--- src/rtl/fifo_wr_arbiter.sv ---
// Round-robin write-port arbiter for a single synchronous FIFO.
// A granted requester keeps the port for up to MAX_BURST accepted beats.
module fifo_wr_arbiter #(
    parameter int NUM_REQ    = 4,
    parameter int DATA_WIDTH = 32,
    parameter int MAX_BURST  = 4
) (
    input  logic                          clk,
    input  logic                          reset,
    input  logic [NUM_REQ-1:0]            req,
    input  logic [NUM_REQ*DATA_WIDTH-1:0] req_data,
    output logic [NUM_REQ-1:0]            ack,
    input  logic                          fifo_full,
    output logic                          fifo_wr,
    output logic [DATA_WIDTH-1:0]         fifo_wr_data,
    output logic [$clog2(NUM_REQ)-1:0]    grant_id,
    output logic                          busy
);

    localparam int GID_W  = $clog2(NUM_REQ);
    localparam int BEAT_W = $clog2(MAX_BURST + 1);
    localparam int unsigned NREQ_U = NUM_REQ;

    typedef enum logic {
        IDLE,
        GRANT
    } state_t;

    state_t              state, state_nxt;
    logic [GID_W-1:0]    last_id, last_nxt;
    logic [GID_W-1:0]    grant_nxt;
    logic [GID_W-1:0]    winner;
    logic [BEAT_W-1:0]   beat_cnt, beat_nxt;
    logic                accept;
    logic                last_beat;
    logic [DATA_WIDTH-1:0] sel_data;

    // Search last_id+1 .. last_id+NUM_REQ; a single subtract wraps since the sum stays below 2*NUM_REQ.
    always_comb begin
        int unsigned idx;
        logic        found;
        winner = '0;
        found  = 1'b0;
        idx    = 0;
        for (int unsigned k = 1; k <= NREQ_U; k++) begin
            idx = {{(32-GID_W){1'b0}}, last_id} + k;
            if (idx >= NREQ_U) idx = idx - NREQ_U;
            if (!found && req[GID_W'(idx)]) begin
                winner = GID_W'(idx);
                found  = 1'b1;
            end
        end
    end

    always_comb begin
        sel_data = '0;
        for (int unsigned i = 0; i < NREQ_U; i++) begin
            if (GID_W'(i) == grant_id) sel_data = req_data[i*DATA_WIDTH +: DATA_WIDTH];
        end
    end

    always_ff @(posedge clk or posedge reset) begin
        if (reset) begin
            state    <= IDLE;
            grant_id <= '0;
            beat_cnt <= '0;
            last_id  <= GID_W'(NUM_REQ - 1);
        end else begin
            state    <= state_nxt;
            grant_id <= grant_nxt;
            beat_cnt <= beat_nxt;
            last_id  <= last_nxt;
        end
    end

    assign last_beat = (beat_cnt == BEAT_W'(MAX_BURST - 1));

    always_comb begin
        state_nxt = state;
        grant_nxt = grant_id;
        beat_nxt  = beat_cnt;
        last_nxt  = last_id;
        case (state)
            IDLE: begin
                if (|req) begin
                    state_nxt = GRANT;
                    grant_nxt = winner;
                    beat_nxt  = '0;
                end
            end
            GRANT: begin
                if (!req[grant_id] || (accept && last_beat)) begin
                    state_nxt = IDLE;
                    last_nxt  = grant_id;
                end else if (accept) begin
                    beat_nxt = beat_cnt + 1'b1;
                end
            end
            default: state_nxt = IDLE;
        endcase
    end

    always_comb begin
        busy          = (state == GRANT);
        accept        = busy && req[grant_id] && !fifo_full;
        fifo_wr       = accept;
        ack           = '0;
        ack[grant_id] = accept;
        fifo_wr_data  = busy ? sel_data : '0;
    end

endmodule

--- config.mk ---
export PLATFORM = sky130hd
export DESIGN_NAME = fifo_wr_arbiter
export DESIGN_NICKNAME = d
export VERILOG_FILES = /design/src/rtl/fifo_wr_arbiter.sv
export SDC_FILE = /design/constraint.sdc
export NUM_CORES = 1
export LEC_CHECK = 0
export CAP_MARGIN = 20
export CORE_ASPECT_RATIO = 0.5
export CORE_MARGIN = 4
export CORE_UTILIZATION = 28
export CTS_BUF_LIST = sky130_fd_sc_hd__clkbuf_8
export DETAILED_ROUTE_END_ITERATION = 12
export GPL_ROUTABILITY_DRIVEN = 0
export GPL_TIMING_DRIVEN = 0
export HOLD_SLACK_MARGIN = 0.12
export PLACE_DENSITY_LB_ADDON = 0.2
export SYNTH_ARGS = -nofsm -noshare
export SYNTH_HDL_FRONTEND = slang
export SYNTH_SLANG_ARGS = --single-unit
--- constraint.sdc ---
create_clock -name clk -period 2.6 [get_ports clk]
set_input_delay 0.65 -clock clk [delete_from_list [all_inputs] [get_ports clk]]
set_output_delay 0.65 -clock clk [all_outputs]
set_load 0.02 [all_outputs]
==> results.toml, run 1 <==
[status]
status = "finished clean"

[min_path]
hold_path_class = "register to register"

[route]
detail_route.first_pass.iterations = 4
post_drt_wl_per_cell_um = 18.1
vias = 1887
drc_errors = 0
finalWirelength_mm = 6.96
drt_iter0_markers = 102
ant_nets = 0
vias_per_cell = 4.90

[placed_design]
port_buffers = 174
dp.cells = 379
hpwl_mm = 6.00

[sta]
fin_crit_sh_pct = 98.8
tightest_slew_ns = 0.380
finalSetupViolations = 0
fin_crit_ns = 2.57
slew_headroom_pct = 74.6
drv_slew = 0
hold_violations = 0
skew_ns = 0.00385
rsz0062_at_grt = "no"
max_freq_mhz = 389

[synthesis]
synth_edf_count = 0
synthArstFlopShare_pct = 100
synth_cell_types = 31
synth_ff_type = "dfrtp_1"
synth-seq-cells = 8
netlist_instances = 135
syn_area_sq_um = 1510
syn_nets = 272
synth_warnings = 0
seq_area_frac_synth_pct = 13.4
avgSynthCellArea_sq_um = 11.2

[setup_path]
worst-setup-path-type = "input port to output port"
cp-start-kind = "input port"
r2r_start = "grant_id[0]$_DFFE_PP0P_"
crit_start = "req_data[115]"
reg2reg_slack_ns = 0.79
r2r-end = "last_id[0]$_DFFE_PP1P_"
cp-end-kind = "output port"
crit_arrival_ns = 1.92
rr_worst_depth = 6
crit_fanout = 1
cpPeakStageDelay_ns = 0.45
required_ns = 1.95
endpoint = "fifo_wr_data[19]"
crit_path_cell_trace = "clkdlybuf4s50_1, mux4_2, and2_1, clkdlybuf4s15_2"
slowest_stage = "mux4_2"

[global_routing]
grt_use_met3_pct = 2.43
antenna_found_initial = 0
use_met1_pct = 22.9
grt.busiest_layer = "met2"
grt_remaining_overflow = 0
grtUsageTotal_pct = 20.6
grt_first_pass_wirelength_mm = 10.8
met2_usage_pct = 43.3
grt_pass1_vias = 2046
grt_max_degree = 11

[job]
maxCapViolCount = 0

[floorplanning]
fp.dieH_um = 59.9
dieArea_sq_um = 6700
core_sq_um = 5070
die_w_um = 112
core.rowCount = 18
start_util_pct = 29.8
ioPinCount = 175

[finish]
finalNetCount = 453
fillers = 427
diodes = 0
syn2layout_area_growth_pct = 119
drive_gt1_share_pct = 27.9
layout.cells.non_filler = 385

[clocking]
clockRootBuffer = "clkbuf_8"
cts_tree = "done"
clock_latency_ns = 0.23
cts_buffers = 3
cts.path.max_buffers = 2
clkTransAtPathRegs_ns = 0.04
clkSinkCount = 8
htreeDepth = 1
ctsHoldBuffers = 0

[power_and_ir_drop]
finalPower_mw = 2.79
p_per_area_nw_per_um2 = 843
power_leakage_nw = 1.34
ir_drop_uv = 534
-- through the flow --
| step | utilization [%] | worst slack, ns | cell area (sq um) | hold WS (ns) | setup TNS [ns] |
|---|---|---|---|---|---|
| 2_1_floorplan | - | 0.295 | 1510 | 0.450 | 0 |
| 3_3_place_gp | 65.9 | -0.478 | 3340 | 0.462 | -9.07 |
| 3_5_place_dp | 65.9 | -0.463 | 3340 | 0.477 | -9.52 |
| 4_1_cts | 67.7 | 0.0000668 | 3430 | 0.487 | 0 |
| 5_1_grt | 65.3 | 0.000931 | 3310 | 0.531 | 0 |
| 6_report | 65.3 | 0.0301 | 3310 | 0.489 | 0 |
-- critical path: cells and delay by family --
family                 cells  cell delay [ns]
buffers and inverters      2             0.65
muxes                      1             0.45
and+or+nand+nor            1             0.16
-- final cells by class --
class / instances / area, sq um / share of cell area [%]
Buffer: 12 / 96.3 / 2.91
Clock buffer: 3 / 41.3 / 1.25
Clock inverter: 1 / 3.75 / 0.113
Inverter: 4 / 15.0 / 0.454
Multi-Input combinational cell: 111 / 1240 / 37.4
Sequential cell: 8 / 204 / 6.16
Tap cell: 70 / 87.6 / 2.65
Timing Repair Buffer: 176 / 1620 / 49.1
-- how the worst min path moves through the flow --
stage / to / startpoint / slack [ns] / depth (start not counted)
finish: beat_cnt[2]$_DFFE_PP0P_ / beat_cnt[2]$_DFFE_PP0P_ / 0.49 / 1
global route: beat_cnt[2]$_DFFE_PP0P_ / beat_cnt[2]$_DFFE_PP0P_ / 0.53 / 1
CTS: beat_cnt[2]$_DFFE_PP0P_ / beat_cnt[2]$_DFFE_PP0P_ / 0.49 / 1
detailed placement: beat_cnt[2]$_DFFE_PP0P_ / beat_cnt[2]$_DFFE_PP0P_ / 0.48 / 1
global placement: beat_cnt[2]$_DFFE_PP0P_ / beat_cnt[2]$_DFFE_PP0P_ / 0.46 / 1
floorplan: beat_cnt[2]$_DFFE_PP0P_ / beat_cnt[2]$_DFFE_PP0P_ / 0.45 / 1
-- layer usage --
layer,vias to the layer above,part of all wire (%)
met5,-,0
met4,0,0.85
met3,7,4.2
met2,60,58
met1,934,37
li1,886,-
-- what timing repair did --
action | 4_1_cts | 5_1_grt
endpoints found under the setup margin | 37 | 35
resized for setup | 112 | 35
setup buffers | 0 | 2
-- power breakdown --
part           leakage, nW  internal [mW]  switching (mW)
logic                 1.22           1.24            1.15
clock network       0.0269          0.103          0.0532
registers           0.0945          0.190          0.0581
total                 1.34           1.53            1.26
-- cells in the mapped netlist, types with 2 or more instances --
cell type	n	area, sq um
mux4_2	33	743
and2_1	32	200
dfrtp_1	6	150
nand2_1	6	22.5
nor3_1	6	30.0
clkbuf_1	5	18.8
nand2b_1	5	31.3
nor2_1	5	18.8
buf_2	4	20.0
a21o_1	3	22.5
inv_1	3	11.3
nor2b_1	3	18.8
a21oi_1	2	10.0
a22o_1	2	17.5
dfstp_2	2	52.6
ha_1	2	25.0
o21ai_0	2	10.0
-- cells by family after synthesis --
group	share of synthesized area (%)
compound gates	6.63
fa+ha+maj	1.66
buf+inv	5.05
flops	13.4
mux	50.6
simple gates	22.6
-- placed cells by master (no fill, tap or decap), drive strengths merged, types with 3 or more instances in the layout --
cell	count
clkdlybuf4s50	133
mux4	33
and2	32
buf	26
clkbuf	18
clkdlybuf4s15	9
nand2	7
nor3	6
dfrtp	6
nor2	5
nand2b	5
dlygate4sd2	5
inv	5
a21o	3
o21ai	3
nor2b	3
-- registers in the layout (all words and copies together) (netlist names) --
| register | cells |
|---|---|
| last_id | 2 |
| grant_id | 2 |
| busy | 1 |
| beat_cnt | 3 |
Note: power is estimated with default switching activity, not from simulation.
==> inputs of run 2 (changes only) <==
--- a/config.mk
+++ b/config.mk
@@ -7,7 +7,7 @@
 export LEC_CHECK = 0
 export CAP_MARGIN = 20
 export CORE_ASPECT_RATIO = 0.5
-export CORE_MARGIN = 4
+export CORE_MARGIN = 2
 export CORE_UTILIZATION = 28
 export CTS_BUF_LIST = sky130_fd_sc_hd__clkbuf_8
 export DETAILED_ROUTE_END_ITERATION = 12
==> run 2 against run 1 <==
  * Count of clock-buffer cells in the layout unchanged
  * Die area down 10%
  * Worst hold slack worse by 0.012 ns
  * Design area down 0.15%
  * Wire length down 6.0%
  * Final cell count down 0.52%
  * Critical path depth unchanged
  * Sequential share of layout area about the same
  * Non-clock buffer count down 1
  * Global-route usage up 0.29 points
  * Clock skew up 0.0023 ns
  * Fmax down 0.12%
==> results.toml, run 2 (synthesis results as in run 1) <==
[sta]
skew_ns = 0.00614
fin_crit_sh_pct = 99.0
fin_crit_ns = 2.57
hold_violations = 0
tightest_slew_ns = 0.364
setup_tns_ns = 0
rsz0062_at_grt = "no"
max_freq_mhz = 389
finalSetupViolations = 0
slew_headroom_pct = 75.7
drv_slew = 0

[job]
maxCapViolCount = 0

[clocking]
clock_latency_ns = 0.23
clkTransAtPathRegs_ns = 0.04
ctsHoldBuffers = 0
cts_buffers = 3
cts_tree = "done"
clkSinkCount = 8
htreeDepth = 1
cts.path.max_buffers = 2
clockRootBuffer = "clkbuf_8"

[min_path]
hold_depth = 1
worstHoldStart = "beat_cnt[2]$_DFFE_PP0P_"
hold_path_class = "register to register"

[setup_path]
r2r_start = "grant_id[0]$_DFFE_PP0P_"
crit_arrival_ns = 1.92
reg2reg_slack_ns = 0.94
worst-setup-path-type = "input port to output port"
crit_fanout = 1
slowest_stage = "mux4_2"
rr_worst_depth = 5
crit_start = "req_data[127]"
required_ns = 1.95
cpPeakStageDelay_ns = 0.45
crit_path_cell_trace = "clkdlybuf4s50_1, mux4_2, and2_1, clkdlybuf4s15_2"
cp-end-kind = "output port"
cp-start-kind = "input port"

[floorplanning]
core_sq_um = 5070
die_w_um = 108
fp.dieH_um = 55.9
core.rowCount = 18
ioPinCount = 175
dieArea_sq_um = 6030
start_util_pct = 29.8

[finish]
mostFrequentLayoutCell = "clkdlybuf4s50_1"
finalNetCount = 452
regArea_sq_um = 204
final_cell_mix = "clkdlybuf4s50_1 (133), mux4_2 (33), and2_1 (32)"
layout.cells.non_filler = 383
largest_register = "beat_cnt"
fillers = 422
final_util_pct = 65.2
diodes = 0
syn2layout_area_growth_pct = 119
multi_input_area_sq_um = 1240
drive_gt1_share_pct = 27.5
largestRegisters = "beat_cnt: 3 flops, grant_id: 2 flops, last_id: 2 flops"
largest_reg_flops = 3

[power_and_ir_drop]
ir_drop_uv = 489
finalPower_mw = 2.77
p_per_area_nw_per_um2 = 837
power_leakage_nw = 1.34

[route]
finalWirelength_mm = 6.54
post_drt_wl_per_cell_um = 17.1
vias_per_cell = 4.97
ant_nets = 0
drt_iter0_markers = 84
detail_route.first_pass.iterations = 6
drc_errors = 0
vias = 1904

[status]
status = "finished clean"

[global_routing]
antenna_found_initial = 0
grt_max_degree = 11
grt_pass1_vias = 1966
grtUsageTotal_pct = 20.9
grt_remaining_overflow = 0
grt_first_pass_wirelength_mm = 9.93

[placed_design]
hpwl_mm = 5.56
port_buffers = 174
dp.cells = 379
[run 2: changes by cell type in the layout (fill, tap and decap cells not counted), sizes merged]
| cell | delta |
|---|---|
| buf | -1 |
| clkbuf | -2 |
| inv | -1 |
| dlygate4sd2 | +2 |
[run 2: layout make-up]
class | count | share of cell area [%]
Clock buffer | 3 | 1.25
Timing Repair Buffer | 175 | 49.2
Sequential cell | 8 | 6.17
Inverter | 4 | 0.454
Buffer | 12 | 2.84
Multi-Input combinational cell | 111 | 37.5
Tap cell | 70 | 2.65
[run 2: critical path, delay by kind of cell]
family                 cells  cell delay [ns]
AND/OR/NAND/NOR            1             0.16
buffers and inverters      2             0.66
multiplexers               1             0.45
[run 2: routing by layer]
layer	vias up	global-route usage [%]	routed length (um)
li1	883	-	-
met3	12	2.69	343
met4	0	5.49	114
met1	951	23.9	2470
met2	58	40.9	3610
met5	-	0	0
[run 2: path summary, 6_finish.rpt]
| path | endpoint |
|---|---|
| hold reg to reg | beat_cnt[2]$_DFFE_PP0P_ |
| hold / removal | beat_cnt[2]$_DFFE_PP0P_ |
| setup / recovery | fifo_wr_data[31] |
| setup reg to reg | last_id[0]$_DFFE_PP1P_ |
| min in group asynchronous | beat_cnt[2]$_DFFE_PP0P_ |
| max in group asynchronous | last_id[1]$_DFFE_PP1P_ |
[run 2: timing repair]
item                       in CTS  in global routing
pin swaps                       0                  0
gates resized for setup       113                 30
setup buffers                   0                  1
setup endpoints to repair      37                 31
[run 2: metrics by stage]
step	setup WS, ns	hold slack (ns)	area (sq um)
6_report	0.0270	0.477	3310
3_5_place_dp	-0.469	0.469	3340
4_1_cts	0.000993	0.478	3420
3_3_place_gp	-0.467	0.463	3340
2_1_floorplan	0.295	0.450	1510
5_1_grt	0.00220	0.501	3310
[run 2: report_power, final]
group | switching [mW] | internal, mW | leakage (nW)
combinational | 1.14 | 1.23 | 1.22
sequential | 0.0615 | 0.190 | 0.0945
clock | 0.0511 | 0.100 | 0.0216
total | 1.25 | 1.52 | 1.34
